===== src/rtl/shift_seq_ctrl.sv =====
// shift_seq_ctrl: multi-step sequencer for an external 8-bit combinational barrel shifter.
//
// A request carries an operand, a direction and a total shift amount of up to 2**AmtW-1.
// The shifter can only move by 0..2**ShW-1 positions per pass, so the request is split into
// steps of at most MaxStep. The accumulator is routed through the shifter once per RUN cycle,
// and the shifter's result is registered back each cycle. The final value is presented on
// dout_o, and done_o pulses for one cycle.
//
// Optional feature (compile-time macro SHIFT_SAT_EN):
//   defined   - a request with amt_i >= Width clears the accumulator and goes straight to
//               DONE in one edge, skipping RUN.
//   undefined - every nonzero amount iterates through RUN. The result is the same; only the
//               latency differs.
//
// Ports:
//   clk_i       rising-edge clock
//   rst_i       synchronous reset, active-high
//   start_i     request strobe; sampled only in IDLE or DONE
//   din_i       operand
//   lr_i        direction: 1 = left, 0 = right
//   amt_i       total shift amount
//   sh_in_o     shifter data input (accumulator)
//   sh_lr_o     shifter direction (latched lr_i)
//   sh_n_o      shifter amount: min(remaining, MaxStep) in RUN, 0 otherwise
//   sh_out_i    shifter result (logical, zero fill)
//   busy_o      high while in RUN
//   done_o      one-cycle pulse in DONE
//   dout_o      result; holds until the next accepted start

module shift_seq_ctrl #(
  parameter int unsigned Width = 8,
  parameter int unsigned ShW   = 3,
  parameter int unsigned AmtW  = 8
) (
  input  logic             clk_i,
  input  logic             rst_i,
  input  logic             start_i,
  input  logic [Width-1:0] din_i,
  input  logic             lr_i,
  input  logic [AmtW-1:0]  amt_i,
  output logic [Width-1:0] sh_in_o,
  output logic             sh_lr_o,
  output logic [ShW-1:0]   sh_n_o,
  input  logic [Width-1:0] sh_out_i,
  output logic             busy_o,
  output logic             done_o,
  output logic [Width-1:0] dout_o
);

  // Largest amount the shifter accepts in one pass.
  localparam logic [AmtW-1:0] MaxStep = AmtW'((2 ** ShW) - 1);

  typedef enum logic [1:0] {
    StIdle,
    StRun,
    StDone
  } state_e;

  state_e             state_q;
  logic [Width-1:0]   acc_q;
  logic [AmtW-1:0]    rem_q;
  logic               dir_q;

  logic [ShW-1:0]     step;
  logic [AmtW-1:0]    rem_next;
  logic               sat_hit;

  // Step size for this RUN cycle. Because step <= rem_q, the subtraction below never wraps.
  always_comb begin
    step = '0;
    if (state_q == StRun) begin
      if (rem_q > MaxStep) begin
        step = MaxStep[ShW-1:0];
      end else begin
        step = rem_q[ShW-1:0];
      end
    end
  end

  assign rem_next = rem_q - AmtW'(step);

  // Any amount of at least Width clears the operand. The shortcut recognises this at start.
`ifdef SHIFT_SAT_EN
  assign sat_hit = (amt_i >= AmtW'(Width));
`else
  assign sat_hit = 1'b0;
`endif

  always_ff @(posedge clk_i) begin
    if (rst_i) begin
      state_q <= StIdle;
      acc_q   <= '0;
      rem_q   <= '0;
      dir_q   <= 1'b0;
    end else begin
      unique case (state_q)
        StIdle, StDone: begin
          if (start_i) begin
            dir_q <= lr_i;
            if (sat_hit) begin
              acc_q   <= '0;
              rem_q   <= '0;
              state_q <= StDone;
            end else begin
              acc_q <= din_i;
              rem_q <= amt_i;
              // A zero amount needs no shifter pass; the operand itself is the result.
              if (amt_i == '0) begin
                state_q <= StDone;
              end else begin
                state_q <= StRun;
              end
            end
          end else if (state_q == StDone) begin
            state_q <= StIdle;
          end
        end
        StRun: begin
          // start_i is deliberately ignored here: no reload, no queueing.
          acc_q <= sh_out_i;
          rem_q <= rem_next;
          if (rem_next == '0) begin
            state_q <= StDone;
          end
        end
        default: begin
          state_q <= StIdle;
        end
      endcase
    end
  end

  // All outputs come from registers. There is no path from request inputs to outputs.
  assign sh_in_o = acc_q;
  assign sh_lr_o = dir_q;
  assign sh_n_o  = step;
  assign busy_o  = (state_q == StRun);
  assign done_o  = (state_q == StDone);
  assign dout_o  = acc_q;

endmodule

===== config.mk =====
export PLATFORM = sky130hd
export DESIGN_NAME = shift_seq_ctrl
export DESIGN_NICKNAME = d
export VERILOG_FILES = /design/src/rtl/shift_seq_ctrl.sv
export SDC_FILE = /design/constraint.sdc
export NUM_CORES = 1
export LEC_CHECK = 0
export ABC_AREA = 1
export BUFFER_PORTS_ARGS = -buffer_cell sky130_fd_sc_hd__buf_2
export CORE_MARGIN = 3
export CORE_UTILIZATION = 39
export CTS_CLUSTER_DIAMETER = 100
export DETAILED_ROUTE_END_ITERATION = 12
export GPL_ROUTABILITY_DRIVEN = 1
export MAX_ROUTING_LAYER = met4
export PLACE_DENSITY = 0.74
export SYNTH_ARGS = -nofsm -noshare
export SYNTH_HDL_FRONTEND = slang
export SYNTH_SLANG_ARGS = --single-unit

===== constraint.sdc =====
create_clock -name clk_i -period 2.75 [get_ports clk_i]
set_clock_uncertainty 0.15 [all_clocks]
set_input_delay 0 -clock clk_i [delete_from_list [all_inputs] [get_ports clk_i]]
set_output_delay 0 -clock clk_i [all_outputs]
set_load 0.005 [all_outputs]

After elaboration in Yosys (flattened, before gate mapping) --
Cells that the tools add are included.
Cells by class: add/subtract/negate cells 1, order comparisons 1, equal/unequal tests 5, mux-type cells 11, reductions and logical operators 8
Operators by type and width (number):
- 8-bit one-hot mux with 2 select lines | 2
- 8-bit zero test | 2
- 8-bit two-way mux | 2
- 8-bit by 3-bit > comparator with 1-bit output, second input constant | 1
- 2-bit two-way mux | 4
- 8-bit by 3-bit subtractor with 8-bit output | 1
- 3-bit two-way mux | 2
- 2-bit AND reduction | 3
- 2-bit one-hot mux with 2 select lines | 1
- 3-bit != test, second input constant | 1
- 2-bit by 1-bit == test with 1-bit output, second input constant | 1
- 2-bit == test, second input constant | 1
- 2-bit zero test | 1
- 2-bit by 1-bit != test with 1-bit output, second input constant | 1
- 2-bit != test, second input constant | 1
- 2-bit nonzero test | 1
- 2-bit OR reduction | 1
Storage, ports and cells: bits in registers 19, input bits 28, output and inout port bits 22, word-level logic and storage cells 30

Logic depth before layout (Yosys ltp) --
depth in word-level cells 7, gate-level depth with buffers 18, depth with buffers taken out 18

Worst setup path before layout --
OpenSTA, ideal clock, no wires.
kind reg-to-reg, start reg rem_q[4], end reg state_q[0], library setup time 0.128 ns, arrival 1.942 ns, data required time 2.472 ns, slack 0.530 ns, stages on the path, launching flop included 18, buffers on the path 0, period minus slack after synthesis 2.220 ns, path through dfxtp_1 nor2_4 nand3_2 inv_1 a21oi_1 ha_1 inv_1 ha_1 inv_1 nand2_1 nand2_4 nand3_2 nand2_1 nand2_1 nor2_1 nand3_1 nand2_1 a21oi_1
On the way: cells in the longest elaborated chain, start to end 7
RTL lines:
- from (decl) | line 61 | logic [AmtW-1:0] rem_q;
- from (signal assigned) | line 106 | rem_q <= amt_i;
- from (signal assigned) | line 121 | rem_q <= rem_next;
- 8-bit by 3-bit > comparator with 1-bit output | line 72 | if (rem_q > MaxStep) begin
- 3-bit two-way mux | line 72
- 3-bit two-way mux | line 71 | if (state_q == StRun) begin
- via sh_n_o[0] | line 43 | output logic [ShW-1:0] sh_n_o,
- 8-bit by 3-bit subtractor with 8-bit output | line 80 | assign rem_next = rem_q - AmtW'(step);
- 8-bit zero test | line 122 | if (rem_next == '0) begin
- 2-bit by 1-bit != test with 1-bit output (no line)
- 2-bit AND reduction (no line)
- to (signal assigned) | line 91 | state_q <= StIdle;
- to (signal assigned) | line 123 | state_q <= StDone;
- to (signal assigned) | line 127 | state_q <= StIdle;
- to (decl) | line 59 | state_e state_q;
The timed path passes the listed nets, and every way through them passes these cells. A chain may end at the register's enable or synchronous reset.

Final worst setup path --
start reg rem_q[4], end reg state_q[0]
On the way: cells in the longest elaborated chain, start to end 7
RTL lines (line):
- 8-bit by 3-bit > comparator with 1-bit output | 72
- 3-bit two-way mux | 72
- 3-bit two-way mux | 71
- 8-bit by 3-bit subtractor with 8-bit output (*) | 80
- 8-bit zero test (*) | 122
- 2-bit by 1-bit != test with 1-bit output (no line) (*)
- 2-bit AND reduction (no line) (*)
Mark *: on every way between the ends. The rest lies on a longest branch, timed or not.

==> run_results.csv <==
group,metric,value,unit
status,status,"completed",
min_path,whs_endpoint,"rem_q[3]",
die,ios,50,
cts,cts-root-buf,"clkbuf_4",
grt,grt_pass1_vias,1523,
sta,finalCritPeriodShare,90.39,%
die,fp.dieArea,4009,um2
worst_setup_path,r2r_cells,18,
sta,maxSlewHeadroom,50.39,%
cts,htreeDepth,1,
sta,drv_slew,0,
worst_setup_path,path_cells,"nor2_4 > nand3_2 > inv_1 > a21oi_1 > ha_1 > inv_1 > ha_1 > inv_1 > nand2_1 > nand2_4 > nand2_1 > nand2_1 > nand2_1 > inv_1 > nor2_1 > nand3_1 > nand2_1 > a21oi_1",
die,die_width,63.32,um
route,drt_iter0_drc,56,
route,vias_per_cell,4.977,
cts,postCtsResizedCells,0,
route,postRouteAntennaNets,0,
grt,grt.overflow.total,0,
worst_setup_path,r2r_slack,260,ps
synth,yosysUniqueCellTypes,29,
worst_setup_path,worst_ep_required_time,2830,ps
grt,grt_max_degree,27,
worst_setup_path,end_kind,"flop",
route,drcViolationCount,0,
synth,ys_warn_count,0,
sta,fin_crit,2486,ps
synth,postSynthCellCount,189,
worst_setup_path,cp_common_cell,"nand2_1",
sta,fmax,402.3,MHz
power_and_ir_drop,p_per_area,540.9,nW/um2
finish,fill_cells,301,
sta,finalHoldViolCount,0,
placement,gp_congestion,0.9215,
synth,synth-seq-cells,19,
min_path,worstHoldStart,"start_i",
worst_setup_path,crit_fanout,6,
synth,synth_fp_nets,219,
synth,avgSynthCellArea,6.779,um2
worst_setup_path,crit_buf_inv,4,
grt,antenna_found_initial,0,
die,core,3103,um2
die,fp.dieH,63.32,um
worst_setup_path,crit_slowest_cell,"dfxtp_1",
sta,worst_pin_slew,742.4,ps
cts,cts.clk_slew.worst_paths,110,ps
placement,dp_hpwl,2428,um
die,initial_core_util,41.29,%
grt,grt.total_usage,20.52,%
synth,syn_area,1281,um2
sta,setup_ws,264.2,ps
grt,grt_pass1_wl,6527,um
cts,clk_latency,300,ps
finish,layout_commonest_cell,"buf_2",
min_path,hold_class,"in -> reg",
power_and_ir_drop,ir_drop,322.1,uV
sta,setup_viol,0,
finish,layout-drive-gt1-share,29.30,%
placement,dp_slack,310.7,ps
finish,layout_common_cells,"buf_2, nand2_1, dlygate4sd3_1",
finish,fin_util,58.35,%
synth,synthTopCellsByArea,"dfxtp_1, nand2_1, a21oi_1",
route,drtPass1Iterations,4,
sta,rsz0062_at_grt,"false",
synth,ys_seq_area_share,29.69,%
cts,cts_buffers,3,
worst_setup_path,path_class,"reg -> reg",
worst_setup_path,startpoint_type,"flop",
worst_setup_path,critPathTopFamily,"simple AND/OR/NAND/NOR gates",
placement,port_buffers,49,
finish,num-nets-final,287,
synth,netlist.area_leader.share,29.69,%
min_path,hold_depth,5,
route,wl_per_cell,12.40,um
worst_setup_path,r2r-end,"state_q[0]",
finish,area_growth,41.31,%
sta,fin_setup_tns,0,ps
cts,clock-sinks,19,
placement,dp.cells,268,
worst_setup_path,cp_slowest_stage_delay,480,ps
run,max-cap-violations,0,
worst_setup_path,r2r_start,"rem_q[4]",
route,drt-total-wl,3720,um
finish,diodes,0,
power_and_ir_drop,p_leak,0.8820,nW
die,rows,20,
finish,finalNonFillerCells,300,
synth,synth_top_area_cell,"dfxtp_1",
cts,max-clock-path-buffers,2,
cts,cts_tree,"yes",
worst_setup_path,worstPathArrival,2570,ps
route,vias,1493,
worst min-delay path, cell delays in order:
cell and delay, ps:
buf_2 80, nand2_1 90, o22ai_1 170, a21oi_1 50
nor2_1 70
per-layer routing:
| layer | share of wire (%) | global-route usage [%] |
|---|---|---|
| met1 | 41 | 23.47 |
| met2 | 50 | 35.97 |
| met3 | 7.0 | 3.387 |
| met4 | 1.6 | 7.547 |
| met5 | 0 | - |
registers in the layout (all words and copies together), names as in the netlist:
register and cells:
sh_lr_o 1, state_q 2, rem_q 8, dout_o 8
power by group:
| part | switching [mW] | internal (mW) |
|---|---|---|
| sequential | 0.0363 | 0.310 |
| clock | 0.0890 | 0.0542 |
| combinational | 0.286 | 0.203 |
| total | 0.412 | 0.568 |
Yosys cell counts:
cell and n:
a21oi_1 20, nor2_4 1, nor2_1 13, o211ai_1 1, nor2_8 1, nand3_2 5, inv_2 4, nand2_4 4
a31oi_1 2, nand2_2 1, o21ai_1 1, nand4_1 2, buf_4 8, clkbuf_1 5, inv_1 20, buf_1 2
inv_6 1, nor3_1 1, o21ai_2 1, nor3_2 1, dfxtp_1 19, a21oi_2 1, nand2_1 34, nor4_1 2
o21ai_0 14, nand3_1 12, nor2_2 1, ha_1 2, o22ai_1 10
kinds of logic (layout without fill, tap and decap cells):
family | Yosys count | count (layout) | synth area share, %
DFF | 19 | 19 | 29.69
adders and majority gates | 2 | 2 | 1.953
and+or+nand+nor | 78 | 78 | 32.42
buffers and inverters | 40 | 107 | 14.45
AOI/OAI and AO/OA | 50 | 50 | 21.48
worst max path at each step:
stage | startpoint | end | cells past startpoint
after CTS | rem_q[4] | state_q[0] | 18
after detailed placement | rem_q[4] | state_q[0] | 17
final | rem_q[4] | state_q[0] | 18
after global routing | rem_q[4] | state_q[0] | 17
after floorplan | rem_q[4] | state_q[0] | 17
after global placement | rem_q[4] | state_q[0] | 17
per-stage QoR:
| stage | power, mW | hold WS, ps | cell area [um2] |
|---|---|---|---|
| 6_report | 0.9793 | 47.48 | 1810 |
| 2_1_floorplan | 0.6865 | 13.96 | 1281 |
| 4_1_cts | 0.9746 | 38.35 | 1810 |
| 5_1_grt | 1.068 | 96.07 | 1810 |
| 3_5_place_dp | 0.7929 | 116.6 | 1503 |
| 3_3_place_gp | 0.7911 | 107.7 | 1503 |
repair_timing:
item,CTS,global route
buffers inserted,0,0
endpoints found under the hold margin,19,0
setup endpoints to repair,0,0
hold buffers,28,0
layout make-up:
type | count | area [um2] | area share [%]
Multi-Input combinational cell | 130 | 715.7 | 39.53
Timing Repair Buffer | 78 | 533.0 | 29.44
Sequential cell | 19 | 380.4 | 21.01
Inverter | 25 | 98.84 | 5.460
Tap cell | 44 | 55.05 | 3.041
Clock buffer | 3 | 22.52 | 1.244
Clock inverter | 1 | 5.005 | 0.2764
(Power assumes the default switching activity.)
